==> src/rtl/gpio_irq_svc.sv <==
// gpio_irq_svc: shares the gpio register port between CPU accesses and a service engine that
// snapshots and losslessly clears gpio IRQ_V, queueing {vector, timestamp} events in a FIFO.
module gpio_irq_svc #(
  parameter int unsigned gpio_w     = 8,
  parameter int unsigned DEPTH      = 4,
  parameter int unsigned TS_W       = 16,
  parameter logic [4:0]  IRQ_V_ADDR = 5'h14
) (
  input  logic                   clk,
  input  logic                   rstn,
  input  logic                   cpu_req,
  input  logic [4:0]             cpu_addr,
  input  logic                   cpu_we,
  input  logic [31:0]            cpu_wd,
  output logic [31:0]            cpu_rd,
  output logic                   cpu_ack,
  output logic [4:0]             g_addr,
  output logic                   g_we,
  output logic [31:0]            g_wd,
  input  logic [31:0]            g_rd,
  input  logic                   g_irq,
  output logic                   ev_valid,
  input  logic                   ev_ready,
  output logic [gpio_w-1:0]      ev_vec,
  output logic [TS_W-1:0]        ev_ts,
  output logic [$clog2(DEPTH):0] ev_cnt
);

  localparam int unsigned PtrW = $clog2(DEPTH);
  localparam int unsigned CntW = PtrW + 1;
  localparam logic [CntW-1:0] DepthC = CntW'(DEPTH);

  localparam logic [1:0] StIdle = 2'd0;
  localparam logic [1:0] StSnap = 2'd1;
  localparam logic [1:0] StClr  = 2'd2;

  logic [1:0]        state_q, state_d;
  logic              last_svc_q, last_svc_d;  // 1: service engine won the last grant
  logic [gpio_w-1:0] snap_q, snap_d;
  logic [TS_W-1:0]   ts_snap_q, ts_snap_d;
  logic [TS_W-1:0]   ts_q, ts_d;
  logic [PtrW-1:0]   wr_ptr_q, wr_ptr_d;
  logic [PtrW-1:0]   rd_ptr_q, rd_ptr_d;
  logic [CntW-1:0]   cnt_q, cnt_d;
  logic              valid_q, valid_d;

  logic [gpio_w-1:0] vec_mem_q [DEPTH];
  logic [TS_W-1:0]   ts_mem_q  [DEPTH];

  logic        svc_req;
  logic        cpu_ack_c;
  logic        g_we_c;
  logic        push;
  logic        pop;
  logic [31:0] clr_wd;

  assign svc_req = g_irq && (cnt_q < DepthC);
  assign pop     = ev_ready && (cnt_q != '0);

  always_comb begin
    state_d    = state_q;
    last_svc_d = last_svc_q;
    snap_d     = snap_q;
    ts_snap_d  = ts_snap_q;
    cpu_ack_c  = 1'b0;
    g_we_c     = 1'b0;
    g_addr     = cpu_addr;
    g_wd       = cpu_wd;
    push       = 1'b0;
    // Keep bits captured after the snapshot; clear only what was snapped.
    clr_wd             = '0;
    clr_wd[gpio_w-1:0] = g_rd[gpio_w-1:0] & ~snap_q;

    case (state_q)
      StIdle: begin
        if (cpu_req && (!svc_req || last_svc_q)) begin
          cpu_ack_c  = 1'b1;
          last_svc_d = 1'b0;
        end else if (svc_req) begin
          last_svc_d = 1'b1;
          state_d    = StSnap;
        end
        g_we_c = cpu_we & cpu_ack_c;
      end
      StSnap: begin
        g_addr    = IRQ_V_ADDR;
        snap_d    = g_rd[gpio_w-1:0];
        ts_snap_d = ts_q;
        state_d   = (g_rd[gpio_w-1:0] != '0) ? StClr : StIdle;
      end
      StClr: begin
        g_addr  = IRQ_V_ADDR;
        g_wd    = clr_wd;
        g_we_c  = 1'b1;
        push    = 1'b1;
        state_d = StIdle;
      end
      default: state_d = StIdle;
    endcase
  end

  always_comb begin
    ts_d     = ts_q + TS_W'(1);
    wr_ptr_d = wr_ptr_q + PtrW'(push);
    rd_ptr_d = rd_ptr_q + PtrW'(pop);
    cnt_d    = cnt_q + CntW'(push) - CntW'(pop);
    valid_d  = (cnt_d != '0);
  end

  always_ff @(posedge clk) begin
    if (!rstn) begin
      state_q    <= StIdle;
      last_svc_q <= 1'b1;
      snap_q     <= '0;
      ts_snap_q  <= '0;
      ts_q       <= '0;
      wr_ptr_q   <= '0;
      rd_ptr_q   <= '0;
      cnt_q      <= '0;
      valid_q    <= 1'b0;
    end else begin
      state_q    <= state_d;
      last_svc_q <= last_svc_d;
      snap_q     <= snap_d;
      ts_snap_q  <= ts_snap_d;
      ts_q       <= ts_d;
      wr_ptr_q   <= wr_ptr_d;
      rd_ptr_q   <= rd_ptr_d;
      cnt_q      <= cnt_d;
      valid_q    <= valid_d;
    end
  end

  always_ff @(posedge clk) begin
    if (rstn && push) begin
      vec_mem_q[wr_ptr_q] <= snap_q;
      ts_mem_q[wr_ptr_q]  <= ts_snap_q;
    end
  end

  // Reset overrides any bus activity so an abandoned CLR never reaches the gpio.
  assign cpu_ack  = cpu_ack_c & rstn;
  assign g_we     = g_we_c & rstn;
  assign cpu_rd   = g_rd;
  assign ev_valid = valid_q;
  assign ev_vec   = vec_mem_q[rd_ptr_q];
  assign ev_ts    = ts_mem_q[rd_ptr_q];
  assign ev_cnt   = cnt_q;

endmodule

==> config.mk <==
export PLATFORM = sky130hd
export DESIGN_NAME = gpio_irq_svc
export DESIGN_NICKNAME = d
export VERILOG_FILES = /design/src/rtl/gpio_irq_svc.sv
export SDC_FILE = /design/constraint.sdc
export NUM_CORES = 1
export LEC_CHECK = 0
export ABC_CLOCK_PERIOD_IN_PS = 3500
export BUFFER_PORTS_ARGS = -buffer_cell sky130_fd_sc_hd__buf_2
export CAP_MARGIN = 20
export CORE_MARGIN = 5
export CORE_UTILIZATION = 35
export DETAILED_ROUTE_END_ITERATION = 7
export GPL_ROUTABILITY_DRIVEN = 0
export GPL_TIMING_DRIVEN = 0
export PLACE_DENSITY_LB_ADDON = 0.15
export RECOVER_POWER = 100
export SKIP_CTS_REPAIR_TIMING = 1
export SYNTH_ARGS = -nofsm -noshare
export SYNTH_HDL_FRONTEND = slang
export SYNTH_SLANG_ARGS = --single-unit
==> constraint.sdc <==
create_clock -name clk -period 3.5 [get_ports clk]
set_input_delay 0.875 -clock clk [delete_from_list [all_inputs] [get_ports clk]]
set_output_delay 0.875 -clock clk [all_outputs]
set_load 0.1 [all_outputs]
==> results of run 1 <==
## power by group through the flow
stage / combinational (uW) / sequential [uW] / clock, uW
5_1_grt: 2240 / 1950 / 1960
4_1_cts: 2210 / 1940 / 1880
3_3_place_gp: 2190 / 1980 / 0
6_report: 2140 / 1940 / 1840
3_5_place_dp: 2200 / 1980 / 0
2_1_floorplan: 1740 / 2100 / 0
## sequential cells by signal, summed over array words and instances, names as in the netlist
| name | cells |
|---|---|
| state_q | 2 |
| snap_q | 8 |
| ev_valid | 1 |
| last_svc_q | 1 |
| vec_mem_q | 32 |
| wr_ptr_q | 2 |
| rd_ptr_q | 2 |
| ts_snap_q | 16 |
| ts_q | 16 |
| ts_mem_q | 64 |
| ev_cnt | 3 |
## layer usage
| layer | vias to the layer above | wire length [um] | global-route usage [%] |
|---|---|---|---|
| met4 | 0 | 201 | 5.10 |
| met5 | - | 0 | 0 |
| met2 | 135 | 7140 | 24.1 |
| met3 | 16 | 725 | 3.36 |
| met1 | 1830 | 5730 | 16.5 |
| li1 | 1886 | - | - |
## cell type report
| cell class | count | area, um^2 |
|---|---|---|
| fill | 1671 | 9920 |
| sequential | 147 | 3900 |
| multi-input combinational | 219 | 1970 |
| timing repair buffer | 155 | 711 |
| clock buffer | 20 | 457 |
| buffer | 53 | 334 |
| tap | 229 | 287 |
| clock inverter | 12 | 153 |
| inverter | 13 | 48.8 |
## logic make-up (layout without fill, tap and decap cells)
family	count (synthesis)	in the layout
buffers and inverters	66	253
and+or+nand+nor	126	126
DFF	147	147
AOI/OAI and AO/OA	20	20
xor gates and xnor gates	17	17
muxes	49	49
adders and majority gates	7	7
## path summary, 6_finish.rpt
check	to	slack [ns]	depth (start not counted)
max	g_we	0.25	4
min	ts_mem_q[0][4]	0.50	0
max reg2reg	vec_mem_q[2][2]	0.46	6
min reg2reg	ts_mem_q[0][4]	0.50	0
## worst max-delay path: stages
cell      delay [ns]
clkbuf_1        0.34
clkbuf_1        0.45
nor2b_2         0.23
clkbuf_2        0.47
## layout by cell type, fill, tap and decap left out, drive strengths merged, types with 2 or more instances in the layout
| cell type | count |
|---|---|
| nor2b | 53 |
| clkinv | 3 |
| buf | 88 |
| nor3 | 4 |
| bufinv | 3 |
| nor3b | 2 |
| xor2 | 7 |
| edfxtp | 96 |
| xnor2 | 10 |
| or2 | 3 |
| nand2b | 2 |
| ha | 6 |
| dfxtp | 51 |
| inv | 15 |
| clkbuf | 140 |
| a21oi | 2 |
| o21ai | 11 |
| clkinvlp | 4 |
| nand3b | 8 |
| nand3 | 5 |
| and2 | 22 |
| mux2i | 25 |
| nand2 | 10 |
| nor2 | 2 |
| nand4 | 5 |
| mux4 | 24 |
| and4 | 5 |
| or4 | 2 |
## metrics by stage
step                instances  area, um^2  power [uW]
floorplan                 432        6270        3840
global placement          809        7300        4170
detailed placement        816        7410        4180
CTS                       848        8020        6030
global route              848        7860        6150
finish                    848        7860        5930
==> results.yml, run 1 <==
synthesis:
  yosys.area.top_type: "edfxtp_1"
  yosys.area_share.simple_pct: 13.0
  ys_ff_latch: 147
  synthFlopType: "edfxtp_1"
  synthMuxAreaShare_pct: 12.6
  synth_top_area_share_pct: 46.0
  netlist_top_cells_count: "96 x edfxtp_1, 53 x nor2b_1, 51 x dfxtp_1, 35 x buf_4, 25 x mux2i_1"
  synth_compound_area_share_pct: 1.99
  synth_xor_xnor_area_share_pct: 2.37
  synth_area_per_cell_um2: 14.5
  syn_area_um2: 6270
  syn-instance-count: 432
  yosysUniqueCellTypes: 43
  synth_top_family_by_area: "simple AND/OR/NAND/NOR gates"
  synth_nets: 514
  ys.warnings.count: 0
  synth_edf_count: 96
  synth.most_common_cell: "edfxtp_1"
  ys_seq_area_share_pct: 62.2
  netlist_top_cells_area: "edfxtp_1 46%, dfxtp_1 16%, mux4_2 8.6%, nor2b_1 5.3%, buf_4 4.2%"
  async_reset_ff_share_pct: 0
  yosys.area_share.adder_pct: 1.52
setup_path:
  r2r-start: "state_q[0]"
  critPathKind: "input pin to output pin"
  required_ns: 2.62
  crit_start: "rstn"
  start_kind: "input pin"
  arrival_ns: 2.37
  cp_max_fo: 10
  crit_path_end_kind: "output pin"
drt:
  avgRoutedWirePerCell_um: 16.3
  totalWireLength_um: 13800
  drtAntennaViolNets: 0
  dr.pass1.iters: 4
  drc: 0
  drt_iter0_drc: 153
  vias_per_cell: 4.56
  num_vias: 3867
sta:
  fin_crit_ns: 3.25
  clock.fmax_mhz: 308
  clock_skew_ns: 0.00765
  hold_viol_final: 0
  whs_ns: 0.505
  setup_ws_ns: 0.252
  slew_headroom_pct: 12.5
  fin_crit_sh_pct: 92.8
  worstMarginPinSlew_ns: 1.31
  setup_viol: 0
  timing.setup.tns_ns: 0
  drv_slew: 0
  rsz0062_at_grt: "no"
power:
  p_clk_share_pct: 31.0
  peakVddDrop_mv: 0.347
  intPower_uw: 3510
  switchingPower_uw: 2420
  seqPwrFrac_pct: 32.8
  swShare_pct: 40.8
  power_frac_comb_pct: 36.2
  power_density_nw_per_um2: 754
  p_leak_uw: 0.00297
die:
  ios: 174
  die_w_um: 144
  core_region_area_um2: 17800
  rows: 49
  start_util_pct: 35.3
  die_h_um: 144
  die_area_um2: 20700
clocking:
  path_clk_slew_ns: 0.06
  root_buffer: "clkbuf_16"
  htree_levels: 4
  insertion_delay_ns: 0.41
  clk_path_buf_depth: 2
  cts_tree: "yes"
  cts_buffers: 17
  cts_sinks: 147
grt:
  grt_pass1_wl_um: 21600
  overflow: 0
  grt_pass1_vias: 4168
  grt_usage_pct: 13.8
  grt_max_degree: 17
  antenna_found_initial: 0
placement:
  dp_hpwl_um: 10400
  port-buffer-count: 148
  dp_slack_ns: 0.507
final_layout:
  areaGrowthSynthToFinish_pct: 25.4
  layout-drive-gt1-share_pct: 33.3
  diodes: 0
  utilization_pct: 44.2
  fin_nets: 688
run:
  max_cap_violations: 0
outcome:
  status: "complete, no violations"
worst_hold_path:
  worst_hold_path_type: "register to register"
  hp-start: "ts_snap_q[4]"
No activity file was read; power rests on OpenSTA's default activity.
==> inputs of run 2 (changes only) <==
- CELL_PAD_IN_SITES_DETAIL_PLACEMENT: unset -> 1
- CELL_PAD_IN_SITES_GLOBAL_PLACEMENT: unset -> 2
- CORE_UTILIZATION: 35 -> 32
==> results.yml, run 2 (synthesis results as in run 1) <==
setup_path:
  crit_chain: "buf_2, clkbuf_1, mux4_2, clkbuf_2"
  start_kind: "register"
  slowest_stage: "clkbuf_1"
  reg2reg_depth: 7
  rrSetupSlack_ns: 0.30
  arrival_ns: 2.39
  required_ns: 2.62
  cp_max_fo: 10
  r2r-end: "ts_mem_q[2][14]"
  cpPeakStageDelay_ns: 0.63
  r2r-start: "state_q[0]"
  critPathKind: "register to output pin"
  crit_path_end_kind: "output pin"
drt:
  vias_per_cell: 4.48
  drc: 0
  dr.pass1.iters: 6
  num_vias: 3957
  drtAntennaViolNets: 0
  totalWireLength_um: 15400
  drt_iter0_drc: 167
  avgRoutedWirePerCell_um: 17.4
final_layout:
  diodes: 0
  areaGrowthSynthToFinish_pct: 26.5
  final_cells: 884
  largest_reg_flops: 64
  fin_nets: 688
  regMostFlops: "ts_mem_q"
  layout_commonest_cell: "edfxtp_1"
  most-common-layout-cells: "96 x edfxtp_1, 62 x clkbuf_1, 56 x clkbuf_2"
  top_regs: "ts_mem_q: 64 flops, vec_mem_q: 32 flops"
  fin_area_um2: 7940
  layout-drive-gt1-share_pct: 33.8
die:
  die_w_um: 150
  ios: 174
  core_region_area_um2: 19400
  rows: 51
  die_h_um: 150
  start_util_pct: 32.3
  die_area_um2: 22500
sta:
  setup_viol: 0
  timing.setup.tns_ns: 0
  fin_crit_sh_pct: 93.3
  whs_ns: 0.502
  clock.fmax_mhz: 306
  clock_skew_ns: 0.00804
  slew_headroom_pct: -7.97
  rsz0062_at_grt: "no"
  drv_slew: 17
  worstMarginPinSlew_ns: 1.62
  hold_viol_final: 0
  fin_crit_ns: 3.27
placement:
  dpl_cell_area_um2: 7470
  dp.cells: 852
  port-buffer-count: 148
  dp_hpwl_um: 11500
grt:
  grt_max_degree: 18
  overflow: 0
  grt_usage_pct: 14.1
  grt_pass1_wl_um: 24100
  antenna_found_initial: 0
  grt_pass1_vias: 4542
power:
  peakVddDrop_mv: 0.285
  power_density_nw_per_um2: 745
  p_leak_uw: 0.00298
clocking:
  root_buffer: "clkbuf_16"
  clk_path_buf_depth: 2
  cts_tree: "yes"
  cts_sinks: 147
  cts_buffers: 17
  htree_levels: 4
  path_clk_slew_ns: 0.06
  insertion_delay_ns: 0.42
worst_hold_path:
  hold_end: "ts_q[13]"
  worst_hold_path_type: "register to register"
  hp-start: "ts_q[13]"
  hold_depth: 2
run:
  max_cap_violations: 2
outcome:
  violations: "max-capacitance violations, max-slew violations"
  status: "complete, but fails checks"
==> run 2: changes by cell type in the layout (fill, tap and decap cells not counted), moves of 2 or more <==
| cell | before | now |
|---|---|---|
| clkbuf_1 | 66 | 62 |
| clkinv_2 | 3 | 0 |
| clkinv_4 | 0 | 3 |
| and2_0 | 8 | 6 |
| and2_1 | 14 | 16 |
| buf_6 | 0 | 2 |
| buf_8 | 0 | 2 |
| clkbuf_8 | 2 | 0 |
==> run 2: report_power, final <==
group | total, uW | switching [uW] | internal [uW]
Clock | 1820 | 697 | 1120
Sequential | 1940 | 46.1 | 1900
Combinational | 2150 | 1700 | 451
Total | 5910 | 2440 | 3470
==> run 2: per-stage QoR <==
step                      power [uW]  utilization, %  setup slack [ns]
after floorplan                 3840               -            -0.449
after global placement          4160            37.9             -1.58
after detailed placement        4190            38.5             0.495
after CTS                       6020            41.6            0.0914
after global routing            6150            40.9            0.0417
final                           5910            40.9             0.233
==> run 2: worst max-delay path, delay by kind of cell, from the launching register on <==
| family | cells | cell delay, ns |
|---|---|---|
| buffers and inverters | 3 | 1.30 |
| multiplexers | 1 | 0.35 |
| flip-flops | 1 | 0.32 |
==> run 2: worst max path at each step <==
| stage | from | endpoint | cells past startpoint |
|---|---|---|---|
| after global routing | state_q[0] | g_wd[1] | 7 |
| after global placement | rstn | ts_mem_q[1][5] | 3 |
| after CTS | state_q[0] | g_wd[7] | 7 |
| after detailed placement | rstn | g_we | 4 |
| final | rd_ptr_q[1] | ev_vec[5] | 4 |
| after floorplan | state_q[0] | g_wd[0] | 5 |
==> run 2: per-layer routing <==
layer	share of wire [%]	global-route usage, %
met1	42	16.7
met2	52	24.9
met3	4.7	3.88
met4	0.90	4.12
met5	0	0
==> run 2: final cells by class <==
class	count	area, um^2
tap	265	332
buffer	53	334
inverter	13	48.8
clock buffer	20	437
fill	2115	11500
multi-input combinational	219	1970
timing repair buffer	155	753
clock inverter	12	159
sequential	147	3900
==> inputs of run 3 (changes only) <==
- ABC_CLOCK_PERIOD_IN_PS: 3500 -> 2800
- CORE_ASPECT_RATIO: unset -> 0.7
- clock period: 3.5 -> 2.8 ns (I/O delays scaled with it)
==> results.yml, run 3 (synthesis results as in run 1) <==
outcome:
  status: "complete, no violations"
die:
  die_area_um2: 22500
  start_util_pct: 32.9
  die_w_um: 177
  die_h_um: 127
  core_region_area_um2: 19100
  ios: 174
  rows: 42
run:
  max_cap_violations: 0
setup_path:
  start_kind: "register"
  cp_max_fo: 10
  critPathKind: "register to output pin"
  crit_path_end_kind: "output pin"
  arrival_ns: 1.99
  required_ns: 2.10
grt:
  antenna_found_initial: 0
  overflow: 0
  grt_max_degree: 19
  grt_usage_pct: 14.4
  grt_pass1_wl_um: 24800
  grt_pass1_vias: 4382
sta:
  rsz0062_at_grt: "no"
  setup_ws_ns: 0.111
  clock_skew_ns: 0.0111
  slew_headroom_pct: 20.1
  fin_crit_sh_pct: 96.0
  worstMarginPinSlew_ns: 1.20
  hold_viol_final: 0
  clock.fmax_mhz: 372
  setup_viol: 0
  drv_slew: 0
  fin_crit_ns: 2.69
drt:
  num_vias: 3997
  avgRoutedWirePerCell_um: 18.3
  drc: 0
  dr.pass1.iters: 4
  drt_iter0_drc: 155
  drtAntennaViolNets: 0
  vias_per_cell: 4.54
  totalWireLength_um: 16100
clocking:
  cts_buffers: 17
  htree_levels: 4
  root_buffer: "clkbuf_16"
  cts_tree: "yes"
  insertion_delay_ns: 0.42
  clk_path_buf_depth: 2
  path_clk_slew_ns: 0.07
  cts_sinks: 147
final_layout:
  areaGrowthSynthToFinish_pct: 29.9
  most-common-layout-cells: "96 x edfxtp_1, 60 x buf_2, 59 x buf_4"
  top_regs: "ts_mem_q: 64 flops, vec_mem_q: 32 flops"
  layout-drive-gt1-share_pct: 39.9
  layout_commonest_cell: "edfxtp_1"
  final_cells: 880
  diodes: 0
  largest_reg_flops: 64
  regMostFlops: "ts_mem_q"
  fin_nets: 685
placement:
  dp.cells: 848
  dp_hpwl_um: 12000
  port-buffer-count: 148
  dp_slack_ns: -0.133
power:
  peakVddDrop_mv: 0.385
  p_leak_uw: 0.00308
  power_density_nw_per_um2: 919
worst_hold_path:
  worst_hold_path_type: "register to register"
## run 3: layer usage
metal / share of wire, % / track usage [%]
met3: 3.9 / 3.60
met4: 0.94 / 3.95
met2: 49 / 24.1
met1: 46 / 18.7
met5: 0 / 0
## run 3: layout make-up
type,count,area [um^2]
sequential,147,3900
timing repair buffer,152,890
clock buffer,17,425
fill,2037,10900
multi-input combinational,219,2030
buffer,53,362
inverter,13,48.8
tap,264,330
clock inverter,15,158
## run 3: where the power goes
part / internal (uW) / switching [uW] / leakage, uW
combinational: 671 / 2160 / 0.00149
clock: 1260 / 967 / 0.000287
sequential: 2370 / 59.8 / 0.00130
total: 4310 / 3180 / 0.00308
## run 3: worst max-delay path, stage by stage, from the launching register on
cell	delay [ns]
dfxtp_1	0.37
inv_1	0.08
ha_1	0.23
buf_2	0.19
clkbuf_2	0.22
nor2b_2	0.17
buf_4	0.30
## run 3: final timing paths
path | from | end | slack, ns | cells past startpoint
worst max register to register | state_q[0] | ts_mem_q[3][15] | 0.30 | 6
worst min register to register | ts_snap_q[3] | ts_mem_q[2][3] | 0.53 | 0
worst min-delay path | ts_snap_q[3] | ts_mem_q[2][3] | 0.53 | 0
worst max-delay path | state_q[0] | g_wd[26] | 0.11 | 6
## run 3: metrics by stage
stage          hold slack, ns  util [%]  cell area [um^2]  power (uW)  TNS (ns)
2_1_floorplan           0.451         -              6380        4830    -0.350
3_3_place_gp            0.488      39.0              7450        5240    -48.27
3_5_place_dp            0.516      39.6              7550        5270    -0.133
4_1_cts                 0.529      42.6              8130        7510    -11.11
5_1_grt                 0.539      42.7              8150        7770         0
6_report                0.526      42.7              8150        7490         0
